[src/rtl/fifo_wr_arbiter.sv]
// fifo_wr_arbiter: round-robin arbiter that funnels NREQ valid/ready word
// streams into the write port of a single FIFO. A grant is held for up to
// BURST words, or until the granted requester drops its valid, and is then
// handed to the next requester after it in round-robin order.
//
// Optional feature: define FIFO_ARB_STALL_CNT_EN to build a saturating
// counter of cycles where the granted requester was blocked by a full FIFO.
// Without the macro stall_cnt is tied to zero and no counter exists.
module fifo_wr_arbiter #(
  parameter int NREQ  = 4,
  parameter int DSIZE = 8,
  parameter int BURST = 4
) (
  input  logic                      clk,
  input  logic                      rst_n,
  input  logic [NREQ-1:0]           in_valid,
  input  logic [NREQ*DSIZE-1:0]     in_data,
  output logic [NREQ-1:0]           in_ready,
  input  logic                      fifo_wfull,
  output logic                      fifo_winc,
  output logic [DSIZE-1:0]          fifo_wdata,
  output logic                      busy,
  output logic [$clog2(NREQ)-1:0]   gnt_id,
  output logic [15:0]               stall_cnt
);

  localparam int IW = $clog2(NREQ);
  localparam int BW = (BURST > 1) ? $clog2(BURST) : 1;

  typedef enum logic {
    IDLE  = 1'b0,
    GRANT = 1'b1
  } state_t;

  state_t          state;
  logic [IW-1:0]   rr_ptr;
  logic [IW-1:0]   sel_id;
  logic [IW-1:0]   next_ptr;
  logic [BW-1:0]   beat;
  logic            gnt_valid;
  logic            last_beat;

  // Pick the first valid requester at or after rr_ptr, wrapping modulo NREQ.
  // Scanning from the farthest offset back to offset 0 lets the closest
  // valid requester overwrite the others without an early loop exit.
  // NOTE: every signal written in an always_comb gets a default first so no
  // path leaves it unassigned and no latch is inferred.
  always_comb begin
    sel_id = rr_ptr;
    for (int k = NREQ - 1; k >= 0; k--) begin
      int idx;
      idx = int'(rr_ptr) + k;
      if (idx >= NREQ) idx = idx - NREQ;
      if (in_valid[idx]) sel_id = IW'(idx);
    end
  end

  assign gnt_valid = in_valid[gnt_id];
  assign last_beat = (beat == BW'(BURST - 1));
  assign next_ptr  = (gnt_id == IW'(NREQ - 1)) ? '0 : gnt_id + IW'(1);
  assign busy      = (state == GRANT);
  assign fifo_winc = (state == GRANT) && gnt_valid && !fifo_wfull;

  // Ready goes only to the granted requester, and only while the FIFO has room.
  always_comb begin
    in_ready = '0;
    for (int i = 0; i < NREQ; i++) begin
      in_ready[i] = (state == GRANT) && (gnt_id == IW'(i)) && !fifo_wfull;
    end
  end

  // Route the granted requester's word straight to the FIFO write data.
  always_comb begin
    fifo_wdata = '0;
    for (int i = 0; i < NREQ; i++) begin
      if (gnt_id == IW'(i)) fifo_wdata = in_data[i*DSIZE +: DSIZE];
    end
  end

  // Arbitration FSM: grant selection, beat counting and release handling.
  // NOTE: sequential state uses non-blocking assignments so every register
  // samples pre-edge values, independent of statement order.
  always_ff @(posedge clk or negedge rst_n) begin
    if (!rst_n) begin
      state  <= IDLE;
      rr_ptr <= '0;
      gnt_id <= '0;
      beat   <= '0;
    end else begin
      case (state)
        IDLE: begin
          beat <= '0;
          if (|in_valid) begin
            gnt_id <= sel_id;
            state  <= GRANT;
          end
        end
        GRANT: begin
          if (!gnt_valid) begin
            // Requester dropped: release even if the FIFO is also full.
            state  <= IDLE;
            beat   <= '0;
            rr_ptr <= next_ptr;
          end else if (fifo_winc) begin
            if (last_beat) begin
              state  <= IDLE;
              beat   <= '0;
              rr_ptr <= next_ptr;
            end else begin
              beat <= beat + BW'(1);
            end
          end
          // Full FIFO with valid held: keep grant and beat count as they are.
        end
        default: begin
          state <= IDLE;
          beat  <= '0;
        end
      endcase
    end
  end

`ifdef FIFO_ARB_STALL_CNT_EN
  // Count granted cycles blocked by a full FIFO, saturating at all-ones.
  always_ff @(posedge clk or negedge rst_n) begin
    if (!rst_n) begin
      stall_cnt <= '0;
    end else if ((state == GRANT) && fifo_wfull && gnt_valid &&
                 (stall_cnt != 16'hFFFF)) begin
      stall_cnt <= stall_cnt + 16'd1;
    end
  end
`else
  assign stall_cnt = '0;
`endif

endmodule

[config.mk]
export PLATFORM = sky130hd
export DESIGN_NAME = fifo_wr_arbiter
export DESIGN_NICKNAME = d
export VERILOG_FILES = /design/src/rtl/fifo_wr_arbiter.sv
export SDC_FILE = /design/constraint.sdc
export NUM_CORES = 1
export LEC_CHECK = 0
export CORE_MARGIN = 2
export CORE_UTILIZATION = 35
export CTS_BUF_LIST = sky130_fd_sc_hd__clkbuf_4 sky130_fd_sc_hd__clkbuf_8 sky130_fd_sc_hd__clkbuf_16
export DETAILED_ROUTE_END_ITERATION = 10
export GPL_TIMING_DRIVEN = 0
export PLACE_DENSITY = 0.83
export SYNTH_ARGS = -nofsm -noshare
export SYNTH_HDL_FRONTEND = slang
export SYNTH_SLANG_ARGS = --single-unit
[constraint.sdc]
create_clock -name clk -period 2.3 [get_ports clk]
set_input_delay 0.575 -clock clk [delete_from_list [all_inputs] [get_ports clk]]
set_output_delay 0.575 -clock clk [all_outputs]
set_load 0.005 [all_outputs]
==> results of run 1 <==
-- sequential cells by signal, indices dropped and copies added (netlist names) --
| signal | flops |
|---|---|
| beat | 2 |
| busy | 1 |
| gnt_id | 2 |
| rr_ptr | 2 |
-- worst paths after layout --
check	startpoint	end	slack [ps]
worst max-delay path	gnt_id[0]	fifo_wdata[1]	-30
worst min-delay path	beat[1]	beat[1]	520
worst max register to register	gnt_id[1]	rr_ptr[0]	630
worst min register to register	beat[1]	beat[1]	520
max in group asynchronous	rst_n	gnt_id[1]	1450
min in group asynchronous	rst_n	beat[1]	570
-- cell type report --
class | instances | area, µm² | share of cell area, %
Multi-Input combinational cell | 104 | 759 | 39.6
Inverter | 14 | 57.6 | 3.00
Clock buffer | 3 | 22.5 | 1.18
Tap cell | 31 | 38.8 | 2.02
Timing Repair Buffer | 75 | 688 | 35.9
Sequential cell | 7 | 178 | 9.27
Clock inverter | 1 | 5.00 | 0.261
Buffer | 21 | 166 | 8.69
-- power by group through the flow --
stage,Combinational (W),Sequential [W],Clock [W]
floorplan,0.000716,0.000239,0
global placement,0.00122,0.000260,0
detailed placement,0.00124,0.000260,0
CTS,0.00159,0.000248,0.000124
global route,0.00183,0.000259,0.000137
finish,0.00170,0.000249,0.000123
-- layout by cell type, fill, tap and decap left out, drive strengths merged, types with 5 or more instances in the layout --
master,instances
conb,16
ha,5
clkbuf,9
a21oi,18
and3,5
dfrtp,7
inv,14
nand2,11
dlygate4sd2,9
clkdlybuf4s50,36
buf,44
o21ai,11
a22o,8
-- worst min-delay path: stages (launching register included) --
cell	delay, ps
dfrtp_1	340
mux2i_1	70
nor2_1	80
-- metrics by stage --
| stage | area, µm² | TNS (ps) | hold slack (ps) | instances |
|---|---|---|---|---|
| floorplan | 1060 | 0 | 279 | 150 |
| global placement | 1640 | -4690 | 509 | 235 |
| detailed placement | 1640 | -5200 | 520 | 235 |
| CTS | 1890 | -271 | 534 | 254 |
| global route | 1920 | -242 | 550 | 256 |
| finish | 1920 | -46.3 | 525 | 256 |
-- cells by family (layout without fill, tap and decap cells) --
group / Yosys count / in the layout / synth area share [%]
other cells: 1 / 16 / 0.375
simple gates: 29 / 29 / 15.1
mux: 5 / 5 / 7.63
fa+ha+maj: 5 / 5 / 6.25
buf+inv: 39 / 114 / 21.1
flops: 7 / 7 / 17.5
compound gates: 49 / 49 / 32.0
-- what timing repair did --
item,in CTS,in global routing
buffers inserted,19,2
hold endpoints to repair,0,0
pin swaps,5,6
endpoints found under the setup margin,13,10
gates resized for setup,67,19
-- routing by layer --
| metal | track usage, % | vias up |
|---|---|---|
| met3 | 3.40 | 11 |
| li1 | - | 626 |
| met4 | 8.97 | 0 |
| met5 | 0 | - |
| met1 | 26.5 | 572 |
| met2 | 35.4 | 63 |
==> results.yml, run 1 <==
run_status:
  run_status: "finished, violations left"
  violations: "negative setup slack"
timing:
  fmax_mhz: 429
  slew_viol_final: 0
  hold_viol: 0
  fin_crit_sh_pct: 101
  skew_ps: 0.323
  rsz0062_at_grt: "true"
  final.min_clock_period_ps: 2330
  setup_ws_ps: -29.8
  final-setup-viol-count: 2
routing:
  postRouteAntennaNets: 0
  viasPerCell: 4.97
  dr_wl_met2_um: 1640
  num_vias: 1272
  met1_length_um: 1590
  dr_wl_met3_um: 273
  wl_um: 3600
  first_iter_violations: 64
  drcViolationCount: 0
  wl_per_cell_um: 14.1
  first_pass_iters: 4
  highest_layer: "met4"
floorplan:
  die_h_um: 57.5
  initial_utilization_pct: 36.6
  core-area_um2: 2730
  io-pin-count: 71
  fp.dieW_um: 57.5
  die_area_um2: 3300
  row_count: 19
placed_design:
  hpwl_um: 2310
  globalplace.congestion: 0.840
  port_buffers: 54
  pre_cts_ws_ps: -605
final_layout:
  area_growth_pct: 91.4
  antenna-diode-count: 0
  drive_gt1_share_pct: 35.6
  utilization_pct: 70.1
  n_fill_cell: 211
  fin_nets: 270
logic_synthesis:
  synth_edf_count: 0
  synthesis.area_um2: 1000
  synthTopCellsByArea: "dfrtp_1, buf_4, a21oi_1, a22o_1, ha_1"
  synth_top_area_cell: "dfrtp_1"
  synthCells: 135
  synthTopCellsByCount: "a21oi_1, buf_4, inv_1, nand2_1, o21ai_0"
  synth_most_common_cell: "a21oi_1"
  seq_area_frac_synth_pct: 17.5
  postSynthAreaPerCell_um2: 7.41
  ys_types: 37
  ys.warnings.count: 0
  synth_ff_type: "dfrtp_1"
  synth-seq-cells: 7
  netlist.area_leader.share_pct: 17.5
  async_flop_share_pct: 100
global_route:
  grt_overflow: 0
  grt_max_degree: 11
  grt_pass1_wl_um: 5400
  grt_pass1_vias: 1171
  gr-usage-all-layers_pct: 21.0
  antenna_found_initial: 0
worst_setup_path:
  slowest_stage: "dfrtp_2"
  required_ps: 1730
  crit_family: "flip-flops"
  cp-start-kind: "flop"
  slowest_delay_ps: 470
  path_buf_inv: 2
  crit_arrival_ps: 1750
  worstSetupPathDepth: 6
  endpoint_kind: "output pin"
  reg2regPathDepth: 5
  crit_fanout: 5
  cp_cell_sequence: "ha_4, buf_12, a21oi_1, o21ai_1, a22o_1, dlygate4sd2_1"
  crit_type: "flop to output pin"
clocking:
  cts_buffers: 3
  clockRootBuffer: "clkbuf_4"
  h-tree-depth: 1
  postCtsHoldBufs: 0
  clock_path_buffers: 2
  path_clk_slew_ps: 60
  cts_tree: "yes"
  clock_latency_ps: 270
  numClockSinks: 7
pwr:
  power_w: 0.00207
  p_comb_share_pct: 82.0
  seqPwrFrac_pct: 12.0
  p_per_area_nw_per_um2: 1080
  cell_internal_pwr_w: 0.00121
  vdd_drop_max_mv: 0.921
  swShare_pct: 41.7
  power.clock.fraction_pct: 5.9
  power.switching_w: 0.000865
  p_leak_nw: 0.960
worst_hold_path:
  holdPathStages: 2
  min_path_type: "flop to flop"
flow_run:
  drv_cap: 0
No activity file was read; power rests on OpenSTA's default activity.
==> inputs of run 2 (changes only) <==
--- a/config.mk
+++ b/config.mk
@@ -8,9 +8,12 @@
 export CORE_MARGIN = 2
 export CORE_UTILIZATION = 35
 export CTS_BUF_LIST = sky130_fd_sc_hd__clkbuf_4 sky130_fd_sc_hd__clkbuf_8 sky130_fd_sc_hd__clkbuf_16
+export CTS_CLUSTER_SIZE = 24
 export DETAILED_ROUTE_END_ITERATION = 10
 export GPL_TIMING_DRIVEN = 0
 export PLACE_DENSITY = 0.83
+export SKIP_CTS_REPAIR_TIMING = 1
+export SKIP_LAST_GASP = 1
 export SYNTH_ARGS = -nofsm -noshare
 export SYNTH_HDL_FRONTEND = slang
 export SYNTH_SLANG_ARGS = --single-unit
==> results.yml, run 2 (same netlist as run 1, synthesis figures left out) <==
timing:
  rsz0062_at_grt: "true"
  setup-tns-final_ps: -1220
  final-setup-viol-count: 11
  skew_ps: 0.467
  fmax_mhz: 392
  final.min_clock_period_ps: 2550
  fin_crit_sh_pct: 111
  slew_viol_final: 0
  hold_viol: 0
  setup_ws_ps: -253
  whs_ps: 525
floorplan:
  core-area_um2: 2730
  io-pin-count: 71
  initial_utilization_pct: 36.6
  die_area_um2: 3300
  fp.dieW_um: 57.5
  row_count: 19
  die_h_um: 57.5
worst_setup_path:
  required_ps: 1730
  r2r_end: "rr_ptr[0]"
  crit_fanout: 8
  crit_type: "flop to output pin"
  crit_start: "gnt_id[1]"
  endpoint_kind: "output pin"
  crit_arrival_ps: 1980
  regToRegSetupSlack_ps: 660
  r2r-start: "gnt_id[1]"
  critPathCapture: "fifo_wdata[1]"
  reg2regPathDepth: 5
  cp-start-kind: "flop"
clocking:
  clock_path_buffers: 2
  numClockSinks: 7
  clock_latency_ps: 270
  cts_buffers: 3
  clockRootBuffer: "clkbuf_4"
  path_clk_slew_ps: 60
  h-tree-depth: 1
  cts_tree: "yes"
placed_design:
  hpwl_um: 2310
  port_buffers: 54
  pre_cts_ws_ps: -605
  globalplace.congestion: 0.840
global_route:
  met2_usage_pct: 29.7
  grt_overflow: 0
  grt_pass1_wl_um: 4490
  antenna_found_initial: 0
  grt_busiest_layer: "met2"
  grt_use_met1_pct: 21.4
  grt_pass1_vias: 979
  gr-usage-all-layers_pct: 17.3
  grt_max_degree: 11
  grt_use_met3_pct: 3.40
final_layout:
  final_cell_mix: "clkdlybuf4s50_1, buf_4, conb_1, a21oi_1, dlymetal6s2s_1"
  fin_nets: 270
  antenna-diode-count: 0
  final_common_cell: "clkdlybuf4s50_1"
  drive_gt1_share_pct: 31.6
  area_growth_pct: 96.6
  top_regs: "beat (2), gnt_id (2), rr_ptr (2)"
flow_run:
  drv_cap: 0
routing:
  postRouteAntennaNets: 0
  first_pass_iters: 4
  wl_um: 3710
  viasPerCell: 5.10
  drcViolationCount: 0
  num_vias: 1306
  first_iter_violations: 72
  wl_per_cell_um: 14.5
pwr:
  vdd_drop_max_mv: 0.879
  p_leak_nw: 1.05
  p_per_area_nw_per_um2: 1080
worst_hold_path:
  min_path_type: "flop to flop"
run_status:
  run_status: "finished, violations left"
  violations: "negative setup slack"
-- run 2: per-stage QoR --
step / power [W] / util (%) / area, µm² / instances
4_1_cts: 0.00162 / 60.9 / 1660 / 239
5_1_grt: 0.00228 / 72.0 / 1970 / 256
2_1_floorplan: 0.000955 / - / 1060 / 150
3_5_place_dp: 0.00150 / 59.9 / 1640 / 235
6_report: 0.00213 / 72.0 / 1970 / 256
3_3_place_gp: 0.00148 / 59.9 / 1640 / 235
-- run 2: final cells by class --
| cell class | instances | area [µm²] |
|---|---|---|
| fill | 199 | 766 |
| multi-input combinational | 104 | 763 |
| timing repair buffer | 75 | 736 |
| sequential | 7 | 178 |
| buffer | 21 | 170 |
| inverter | 14 | 55.1 |
| tap | 31 | 38.8 |
| clock buffer | 3 | 22.5 |
| clock inverter | 1 | 5.00 |
-- run 2: metal layers --
metal,wire [µm],vias to the layer above
li1,-,626
met1,1440,594
met2,1870,73
met3,318,13
met4,78,0
met5,0,-
-- run 2: critical path, cell delays in order (launching register included) --
cell,delay [ps]
dfrtp_2,440
buf_4,150
ha_4,190
buf_8,140
a21oi_1,150
a22o_1,140
clkdlybuf4s50_1,490
-- run 2: worst min-delay path by stage --
stage,from,to,slack (ps),cells past startpoint
after floorplan,rst_n,beat[0],280,0
after global placement,beat[1],beat[1],510,2
after detailed placement,beat[1],beat[1],520,2
after CTS,beat[1],beat[1],530,2
after global routing,beat[1],beat[1],550,2
final,beat[1],beat[1],520,2
-- run 2: power breakdown --
group,leakage [nW],switching (W),total [W],internal (W)
sequential,0.0845,0.0000749,0.000256,0.000181
clock,0.0177,0.0000584,0.000123,0.0000643
combinational,0.946,0.000724,0.00175,0.00103
==> inputs of run 3 (changes only) <==
--- a/config.mk
+++ b/config.mk
@@ -8,7 +8,7 @@
 export CORE_MARGIN = 2
 export CORE_UTILIZATION = 35
 export CTS_BUF_LIST = sky130_fd_sc_hd__clkbuf_4 sky130_fd_sc_hd__clkbuf_8 sky130_fd_sc_hd__clkbuf_16
-export CTS_CLUSTER_SIZE = 24
+export CTS_CLUSTER_SIZE = 40
 export DETAILED_ROUTE_END_ITERATION = 10
 export GPL_TIMING_DRIVEN = 0
 export PLACE_DENSITY = 0.83
==> results of run 3 <==
The final DEF is identical to that of run 2; final timing and power are the same.
